<file path="src/rtl/z480_wb_arb.sv">
// Writeback arbiter: round-robin merge of N_SRC execution-unit result channels
// into one registered writeback port toward the ROB/PRF.
package z480_pkg;
    typedef struct packed {
        logic [6:0]  rob_idx;
        logic [6:0]  dst_preg;
        logic        exc;
        logic [63:0] value;
    } z480_wb_t;
endpackage

module z480_wb_arb
    import z480_pkg::*;
#(
    parameter  int N_SRC = 4,
    localparam int RR_W  = $clog2(N_SRC)
) (
    input  logic                        clk,
    input  logic                        rst_n,
    input  logic                        flush,
    input  logic     [N_SRC-1:0]        src_valid,
    input  z480_wb_t [N_SRC-1:0]        src_wb,
    output logic     [N_SRC-1:0]        src_ready,
    output logic                        out_valid,
    output z480_wb_t                    out_wb,
    input  logic                        out_ready,
    output logic     [RR_W-1:0]         out_src
);

    logic             out_vld_p1;
    z480_wb_t         out_wb_p1;
    logic [RR_W-1:0]  out_src_p1;
    logic [RR_W-1:0]  rr_q;

    logic             slot_free;
    logic [N_SRC-1:0] grant;
    logic [RR_W-1:0]  gidx;
    logic [RR_W-1:0]  rr_next;
    logic             accept;
    int               idx;

    assign slot_free = !out_vld_p1 || out_ready;

    // Scan offsets from farthest to nearest so the last hit is the one closest to rr_q.
    always_comb begin
        grant = '0;
        gidx  = '0;
        idx   = 0;
        if (slot_free && !flush && rst_n) begin
            for (int k = N_SRC - 1; k >= 0; k--) begin
                idx = int'(rr_q) + k;
                if (idx >= N_SRC) idx = idx - N_SRC;
                if (src_valid[idx]) begin
                    grant      = '0;
                    grant[idx] = 1'b1;
                    gidx       = RR_W'(idx);
                end
            end
        end
    end

    assign src_ready = grant;
    assign accept    = |grant;
    assign rr_next   = (gidx == RR_W'(N_SRC - 1)) ? '0 : gidx + RR_W'(1);

    // Stage p1: registered writeback slot
    always_ff @(posedge clk or negedge rst_n) begin
        if (!rst_n) begin
            out_vld_p1 <= 1'b0;
            out_wb_p1  <= '0;
            out_src_p1 <= '0;
            rr_q       <= '0;
        end else if (flush) begin
            out_vld_p1 <= 1'b0;
        end else if (accept) begin
            out_vld_p1 <= 1'b1;
            out_wb_p1  <= src_wb[gidx];
            out_src_p1 <= gidx;
            rr_q       <= rr_next;
        end else if (out_ready) begin
            out_vld_p1 <= 1'b0;
        end
    end

    assign out_valid = out_vld_p1;
    assign out_wb    = out_wb_p1;
    assign out_src   = out_src_p1;

    a_ready_onehot0: assert property (@(posedge clk) disable iff (!rst_n)
        $onehot0(src_ready));
    a_wb_stable: assert property (@(posedge clk) disable iff (!rst_n)
        (out_vld_p1 && !out_ready) |=> $stable(out_wb_p1));
    a_no_grant_on_flush: assert property (@(posedge clk) disable iff (!rst_n)
        flush |-> (src_ready == '0));

endmodule

</file>
<file path="config.mk">
export PLATFORM = sky130hd
export DESIGN_NAME = z480_wb_arb
export DESIGN_NICKNAME = d
export VERILOG_FILES = /design/src/rtl/z480_wb_arb.sv
export SDC_FILE = /design/constraint.sdc
export NUM_CORES = 1
export LEC_CHECK = 0
export ABC_AREA = 1
export BUFFER_PORTS_ARGS = -buffer_cell sky130_fd_sc_hd__buf_2
export CORE_AREA = 5 5 155 157
export DETAILED_ROUTE_END_ITERATION = 12
export DIE_AREA = 0 0 160 162
export GPL_ROUTABILITY_DRIVEN = 0
export GPL_TIMING_DRIVEN = 0
export PLACE_DENSITY_LB_ADDON = 0.15
export SLEW_MARGIN = 20
export SYNTH_ARGS = -nofsm -noshare
export SYNTH_HDL_FRONTEND = slang
export SYNTH_SLANG_ARGS = --single-unit
</file>
<file path="constraint.sdc">
create_clock -name clk -period 3.6 [get_ports clk]
set_clock_uncertainty 0.15 [all_clocks]
set_input_delay 0.72 -clock clk [delete_from_list [all_inputs] [get_ports clk]]
set_output_delay 0.72 -clock clk [all_outputs]
set_load 0.02 [all_outputs]
</file>
# Word-level counts from Yosys, hierarchy flattened
# Cells that the tools add are included.
# Widths: inputs -> output; s select.
# word_totals
n_memories,0
rom_bits,0
inputBits,324
regBits,84
mem_bits_rw,0
latch_bits,0
output_inout_bits,86
# op_classes
n_mux,44
mul,0
shift,0
n_bitwise,1
n_reduce_logical,12
add_sub_neg,8
n_div,0
magnitude_cmp,13
n_eq_ne,1
# op_table
operator,count
$mux 32,8
$bmux 79 s2,1
$ge 32x1->1 const B,4
$lt 32x4->1 const B,4
$mux 79,1
$mux 4,5
$mux 1,15
$mux 2,6
$sub 3x3->4 const B,3
$ge 3x3->1 const B,3
$bmux 1 s2,4
$demux 1 s2,4
$add 2x2->3 const B,2
$logic_and 1x1->1,6
$reduce_or 4->1,1
$sub 2x3->4 const B,1
$add 2x1->3 const B,1
$ge 2x3->1 const B,1
$lt 2x3->1 const B,1
$reduce_bool 3->1,1
$add 2x1->2 const B,1
$eq 2x2->1 const B,1
$logic_not 1->1,2
$reduce_and 2->1,1
other kinds (2),2

# Depth between registers and ports, before layout
# Gate-level depths: netlist of run 1.
# logic_depth
depth_word,17
mapped_depth,17

# Worst setup path before layout of run 1
# OpenSTA, ideal clock, no wires.
# synth_path
kind,reg2reg
from,register rr_q[0]
to,register rr_q[1]
path_buffers,1
path_stages_with_launch,17
arrival_time_ns,2.280
setup_slack_ns,1.041
required_ns,3.320
synth_period_minus_slack_ns,2.559
cell_sequence,dfrtp_1 > inv_2 > ha_1 > inv_1 > nand3_1 > nand2_2 > inv_2 > nand2_1 > nand2_1 > nand2_1 > nand2_2 > nand2_4 > buf_2 > inv_1 > ha_1 > nand2_1 > o21ai_0
# synth_via
word_cells_on_any_way,66
# synth_rtl
element,line_no,rtl
from (decl),33,logic [RR_W-1:0] rr_q;
from (signal assigned),79,rr_q <= rr_next;
$add 2x2->3,51,idx = int'(rr_q) + k;
$sub 3x3->4 / $ge 3x3->1 (equally long branches),52,if (idx >= N_SRC) idx = idx - N_SRC;
$mux 32,52,
$mux 32,49,if (slot_free && !flush && rst_n) begin
$bmux 1 s2,53,if (src_valid[idx]) begin
$mux 1 (not written as such) (2 in a row),53,
$mux 2 (3 in a row),53,
$mux 2 *,53,
$mux 2 *,49,
via gidx[0],37,logic [RR_W-1:0] gidx;
$add 2x1->2 / $eq 2x2->1 (equally long branches),64,assign rr_next = (gidx == RR_W'(N_SRC - 1)) ? '0 : gidx + RR_W'(1);
$mux 2 *,64,
via rr_next[1],38,logic [RR_W-1:0] rr_next;
# The timed path passes the listed nets; every way through them passes the cells marked *. The select of a mux whose other input is x is not followed.
# A chain may end at the register's enable or synchronous reset.

# Worst setup path in the final report of run 1
# layout_path
from,input port rst_n
to,register out_wb_p1 (netlist bit out_wb[37])
# layout_via
elab_chain_len,4
word_cells_on_any_way,7
# layout_lines
element,line_no,rtl
from (decl),19,"input logic rst_n,"
$logic_and 1x1->1 *,49,
$mux 2 / $mux 4 (equally long branches),49,
$bmux 79 s2 / $reduce_or 4->1 (equally long branches),"77, 63",
$mux 79 (not written as such) / $reduce_and 2->1 (equally long branches),--,
to (signal assigned),77,out_wb_p1 <= src_wb[gidx];
to (decl),31,z480_wb_t out_wb_p1;
# Every way passes the cells marked *; elsewhere a longest branch is shown, timed or not. The select of a mux whose other input is x is not followed.

==> metrics, run 1 <==
RSZ-0062 raised after global routing=true; Cells after Synth=998; Max-Slew Margin vs Limit=46.2%; post-CTS setup buffer count=0; final setup TNS=0 ns; CTS Hold Bufs=0; worst r2r path cells=15; top_reg_cell synth=dfrtp_1; Ys Warns=0; ys async rst share=100%; Setup crit start kind=input pin; Hold Crit Class=in -> async; Via Count=8400; Die W=160 microns; worst vdd ir=279 uV; share of cells above drive strength 1=34.1%; initial core utilization=28.2%; # fillers=2569; Final Hold Viols=0; largest net degree at the start of global routing=45; Critical path buffers and inverters=4; flop2flop setup slack=0.25 ns; CP required=3.72 ns; Core Footprint=22400 sq um; drt first-iter violations=432; Placed Cells=1693; Post-synth EDFFs=0; status=completed; GRT Total Usage=22.0%; area leader, netlist=dfrtp_1; clock slew at reported path FFs=0.06 ns; number of antenna violations at the first check in global routing=7; # Max-Cap Violations=0; Area contributors post-synth=dfrtp_1 33%, nand3_1 33%, nand2_1 21%; CTS tree=yes; final instance area=9040 sq um; Syn Nets=1331; first-pass GRT wire length=45400 microns; row count=55; IO buf count=409; H-tree depth reported by CTS=3; Critical Path End Type=flop; syn avg cell area=6.32 sq um; fin crit share=93.7%; DRC viols=0; critical path's most frequent cell=nand3_1; Leak=5.16 nW; critical path's top delay family=buffers and inverters; vias in the first global route=8072; Num Clock Sinks=84; clock root buffer=clkbuf_16; Synth Register Bits=84; CP cell instances=buf_6, inv_1, nor3_4, clkbuf_1, clkbuf_1, nand3_1, nand3_1, nand3_1, nand2_1; Crit Path Category=in -> reg; count leader, synth=nand3_1; Levels on crit path=9; Die Ht=162 microns; Post-Route WL=30200 microns; GR Overflow Total=0; Synth Cell Area=6310 sq um; power per cell area=853 nW/um^2; CTS Buf Count=9; IO Pins=410; max incr delay on CP=0.67 ns; Setup-failing EPs final=0; Area Overhead vs Synth=43.4%; Worst-Skew Late Latency=0.34 ns; Post-synth top cells=412 x nand3_1, 350 x nand2_1, 84 x dfrtp_1; Placed Area=8730 sq um; post-synth top area share=33.3%; NumNets Final=1752; post-DP HPWL=24100 microns; antenna-violating nets left=0; dpl ws=-0.692 ns; fin. max-slew vios=0; worst slew pin tran=0.807 ns; wire per inst=17.7 microns; vias per inst=4.92; synth unique cells=21; CP max-delay cell=clkbuf_1; clk buf depth=2; fmax=0.297 GHz; sequential fraction of the synthesis area=33.3%; min Tclk post-route=3.37 ns; first-pass iteration count of the detailed router=5; Die Area=25900 sq um; WP data arrival=3.50 ns; critical path peak fanout=44; final std cells w/o fill=1708; post-route setup slack=0.227 ns
==> registers in the layout, indices dropped and copies added (netlist names) <==
name       count
out_valid      1
rr_q           2
out_src        2
out_wb        79
==> final cells by class <==
| class | count | area, sq um | area share [%] |
|---|---|---|---|
| Clock buffer | 10 | 229 | 2.53 |
| Clock inverter | 3 | 65.1 | 0.719 |
| Sequential cell | 84 | 2100 | 23.2 |
| Inverter | 25 | 93.8 | 1.04 |
| Tap cell | 285 | 357 | 3.94 |
| Multi-Input combinational cell | 804 | 3660 | 40.5 |
| Timing Repair Buffer | 410 | 2070 | 22.9 |
| Buffer | 85 | 455 | 5.04 |
| Antenna cell | 2 | 5.00 | 0.0553 |
==> cell families (layout without fill, tap and decap cells) <==
logic type      after synthesis  in the layout  share of synthesized area, %
buf+inv                     110            533                          8.65
flops                        84             84                          33.3
compound gates                9              9                         0.754
simple gates                786            786                          55.5
fa+ha+maj                     9              9                          1.79
other cells                   0              2                             0
==> per-stage QoR <==
step / total power, mW / utilization, % / hold slack (ns)
6_report: 7.71 / 40.4 / 0.146
5_1_grt: 8.37 / 40.4 / 0.179
4_1_cts: 7.80 / 40.4 / 0.251
3_5_place_dp: 6.81 / 39.0 / 0.310
3_3_place_gp: 6.78 / 38.9 / 0.308
2_1_floorplan: 4.96 / - / 0.274
==> worst paths after layout <==
| check | start | to |
|---|---|---|
| hold reg to reg | out_wb[70]$_DFFE_PN0P_ | out_wb[70]$_DFFE_PN0P_ |
| max in group asynchronous | rst_n | out_wb[47]$_DFFE_PN0P_ |
| min in group clk | out_wb[70]$_DFFE_PN0P_ | out_wb[70]$_DFFE_PN0P_ |
| setup / recovery | rst_n | out_wb[37]$_DFFE_PN0P_ |
| setup reg to reg | rr_q[0]$_DFFE_PN0P_ | out_wb[60]$_DFFE_PN0P_ |
| hold / removal | rst_n | out_wb[0]$_DFFE_PN0P_ |
==> report_power, final <==
| part | total [mW] | internal, mW | switching (mW) |
|---|---|---|---|
| combinational | 5.05 | 1.56 | 3.49 |
| sequential | 1.69 | 1.43 | 0.264 |
| clock | 0.966 | 0.596 | 0.370 |
| total | 7.71 | 3.59 | 4.13 |
==> repair_timing <==
item	in CTS	in global routing
gates resized for setup	2	7
endpoints found under the setup margin	82	84
endpoints found under the hold margin	0	0
==> cells in the final DEF (no fill, tap or decap) <==
cell type | synthesis | layout
a21oi_1 | 4 | 4
buf_1 | 7 | 9
buf_12 | 0 | 1
buf_2 | 34 | 442
buf_4 | 5 | 5
buf_6 | 8 | 9
buf_8 | 1 | 1
bufinv_16 | 0 | 2
clkbuf_1 | 30 | 26
clkbuf_16 | 0 | 9
clkbuf_2 | 0 | 3
clkinv_2 | 0 | 1
dfrtp_1 | 84 | 84
diode_2 | 0 | 2
ha_1 | 9 | 9
inv_1 | 21 | 21
inv_2 | 4 | 4
nand2_1 | 350 | 350
nand2_2 | 4 | 4
nand2_4 | 1 | 1
nand3_1 | 412 | 412
nand3_2 | 1 | 1
nor2_1 | 16 | 16
nor2_2 | 1 | 1
nor3_4 | 0 | 1
o21ai_0 | 4 | 4
o31ai_1 | 1 | 1
==> routing by layer <==
layer  track usage [%]  wire (microns)
met5                 0              57
met4              7.12             613
met3              5.94            2420
met2              36.9           14600
met1              27.8           12400
Note: power is estimated with default switching activity, not from simulation.
==> run 2, diff against run 1 <==
--- a/config.mk
+++ b/config.mk
@@ -7,9 +7,10 @@
 export LEC_CHECK = 0
 export ABC_AREA = 1
 export BUFFER_PORTS_ARGS = -buffer_cell sky130_fd_sc_hd__buf_2
-export CORE_AREA = 5 5 155 157
+export CORE_AREA = 5 5 158 160
+export CTS_BUF_LIST = sky130_fd_sc_hd__clkbuf_8
 export DETAILED_ROUTE_END_ITERATION = 12
-export DIE_AREA = 0 0 160 162
+export DIE_AREA = 0 0 163 165
 export GPL_ROUTABILITY_DRIVEN = 0
 export GPL_TIMING_DRIVEN = 0
 export PLACE_DENSITY_LB_ADDON = 0.15
==> run 2 against run 1 <==
Net effect:
- non-clock buffer count increased by 2
- first-iteration DRC count increased by 43%
- worst hold slack got worse by 0.041 ns
- register-to-register slack improved by 0.03 ns
- sequential share of layout area increased by 0.12 points
- clock power decreased by 31%
- critical path type is now reg -> out
- largest power group unchanged
==> metrics, run 2 (synthesis gave the netlist of run 1 again) <==
status=completed; number of flip-flops in the largest register=79; Final Util=38.7%; Pint=3.30 mW; vias per inst=4.79; Comb pwr share=68.3%; Hold WS=0.106 ns; Final Hold Viols=0; dpl ws=-0.928 ns; Seq pwr share=22.7%; CTS Buf Count=9; clock root buffer=clkbuf_8; Core Footprint=23300 sq um; worst slew pin tran=0.726 ns; most frequent cells in the layout=442 x buf_2, 412 x nand3_1, 350 x nand2_1; Area Overhead vs Synth=42.7%; Setup-failing EPs final=0; post-route setup slack=0.258 ns; most common library cell in the layout ignoring fill and taps=buf_2; GR Overflow Total=0; min Tclk post-route=3.34 ns; Die Area=26900 sq um; Switching Fraction=55.5%; Worst setup startpoint=rr_q[0]$_DFFE_PN0P_; IO buf count=409; CP required=2.73 ns; Max-Slew Margin vs Limit=51.6%; number of antenna violations at the first check in global routing=6; Overall Power=7.42 mW; final std cells w/o fill=1745; row count=56; IO Pins=410; RSZ-0062 raised after global routing=false; critical path peak fanout=11; clock slew at reported path FFs=0.10 ns; power per cell area=825 nW/um^2; NumNets Final=1754; reg2reg start=rr_q[0]$_DFFE_PN0P_; Die Ht=165 microns; Setup crit start kind=flop; Clk pwr share=9.0%; post-DP HPWL=24400 microns; Num Clock Sinks=84; Critical Path End Type=output pin; fin crit share=92.8%; antenna-violating nets left=0; largest net degree at the start of global routing=45; Placed Area=8790 sq um; DRC viols=0; antenna diode count=0; switching power=4.12 mW; share of cells above drive strength 1=34.4%; fmax=0.299 GHz; GRT Total Usage=21.7%; Leak=5.14 nW; Worst-Skew Late Latency=0.36 ns; final instance area=9000 sq um; initial core utilization=27.1%; worst vdd ir=233 uV; Die W=163 microns; first-pass iteration count of the detailed router=5; vias in the first global route=8277; wire per inst=17.5 microns; Post-Route WL=30500 microns; flop2flop setup slack=0.28 ns; first-pass GRT wire length=45600 microns; fin. max-slew vios=0; final setup TNS=0 ns; drt first-iter violations=617; Hold Crit Class=in -> async; Placed Cells=1727; Crit Path Category=reg -> out; Via Count=8356; H-tree depth reported by CTS=3; CTS tree=yes; clk buf depth=2; # Max-Cap Violations=0; WP data arrival=2.47 ns
==> run 2: cell type report <==
class | instances | area, sq um
Inverter | 25 | 93.8
Sequential cell | 84 | 2100
Clock inverter | 7 | 61.3
Timing Repair Buffer | 412 | 2100
Clock buffer | 9 | 124
Tap cell | 319 | 399
Buffer | 85 | 459
Fill cell | 2689 | 14300
Multi-Input combinational cell | 804 | 3660
==> run 2: power by group through the flow <==
stage | combinational, mW | sequential [mW] | clock, mW
final | 5.07 | 1.68 | 0.671
after global routing | 5.70 | 1.74 | 0.740
after CTS | 5.16 | 1.68 | 0.708
after detailed placement | 5.16 | 1.69 | 0
after global placement | 5.13 | 1.68 | 0
after floorplan | 2.74 | 2.22 | 0
==> run 2: routing by layer <==
metal  GRT usage, %  wire length [microns]  vias to the layer above
met5              0                     62                        -
met4           6.40                    571                       12
met3           5.22                   2390                       46
met2           37.7                  15000                      342
met1           26.9                  12500                     3783
li1               -                      -                     4173
==> run 2: worst max-delay path: stages, from the launching register on <==
cell and delay (ns):
dfrtp_1 0.62, inv_2 0.19, ha_1 0.37, inv_1 0.08, nand3_1 0.11, nand2_2 0.18, inv_2 0.09, nand3_1 0.08
nand3_1 0.08, nand2_1 0.08, inv_1 0.04, buf_2 0.15
==> run 2: final timing paths <==
| path | to | cells past startpoint |
|---|---|---|
| max in group asynchronous | out_wb[44]$_DFFE_PN0P_ | 2 |
| min | out_wb[4]$_DFFE_PN0P_ | 1 |
| min reg2reg | out_wb[38]$_DFFE_PN0P_ | 2 |
| max reg2reg | out_wb[30]$_DFFE_PN0P_ | 15 |
| min in group clk | out_wb[38]$_DFFE_PN0P_ | 2 |
| max | src_ready[0] | 11 |
==> run 2: repair_timing <==
item / 4_1_cts / 5_1_grt
resized for setup: 3 / 9
endpoints found under the setup margin: 85 / 85
buffers inserted: 0 / 2
hold buffers: 0 / 0
pin swaps: 0 / 1
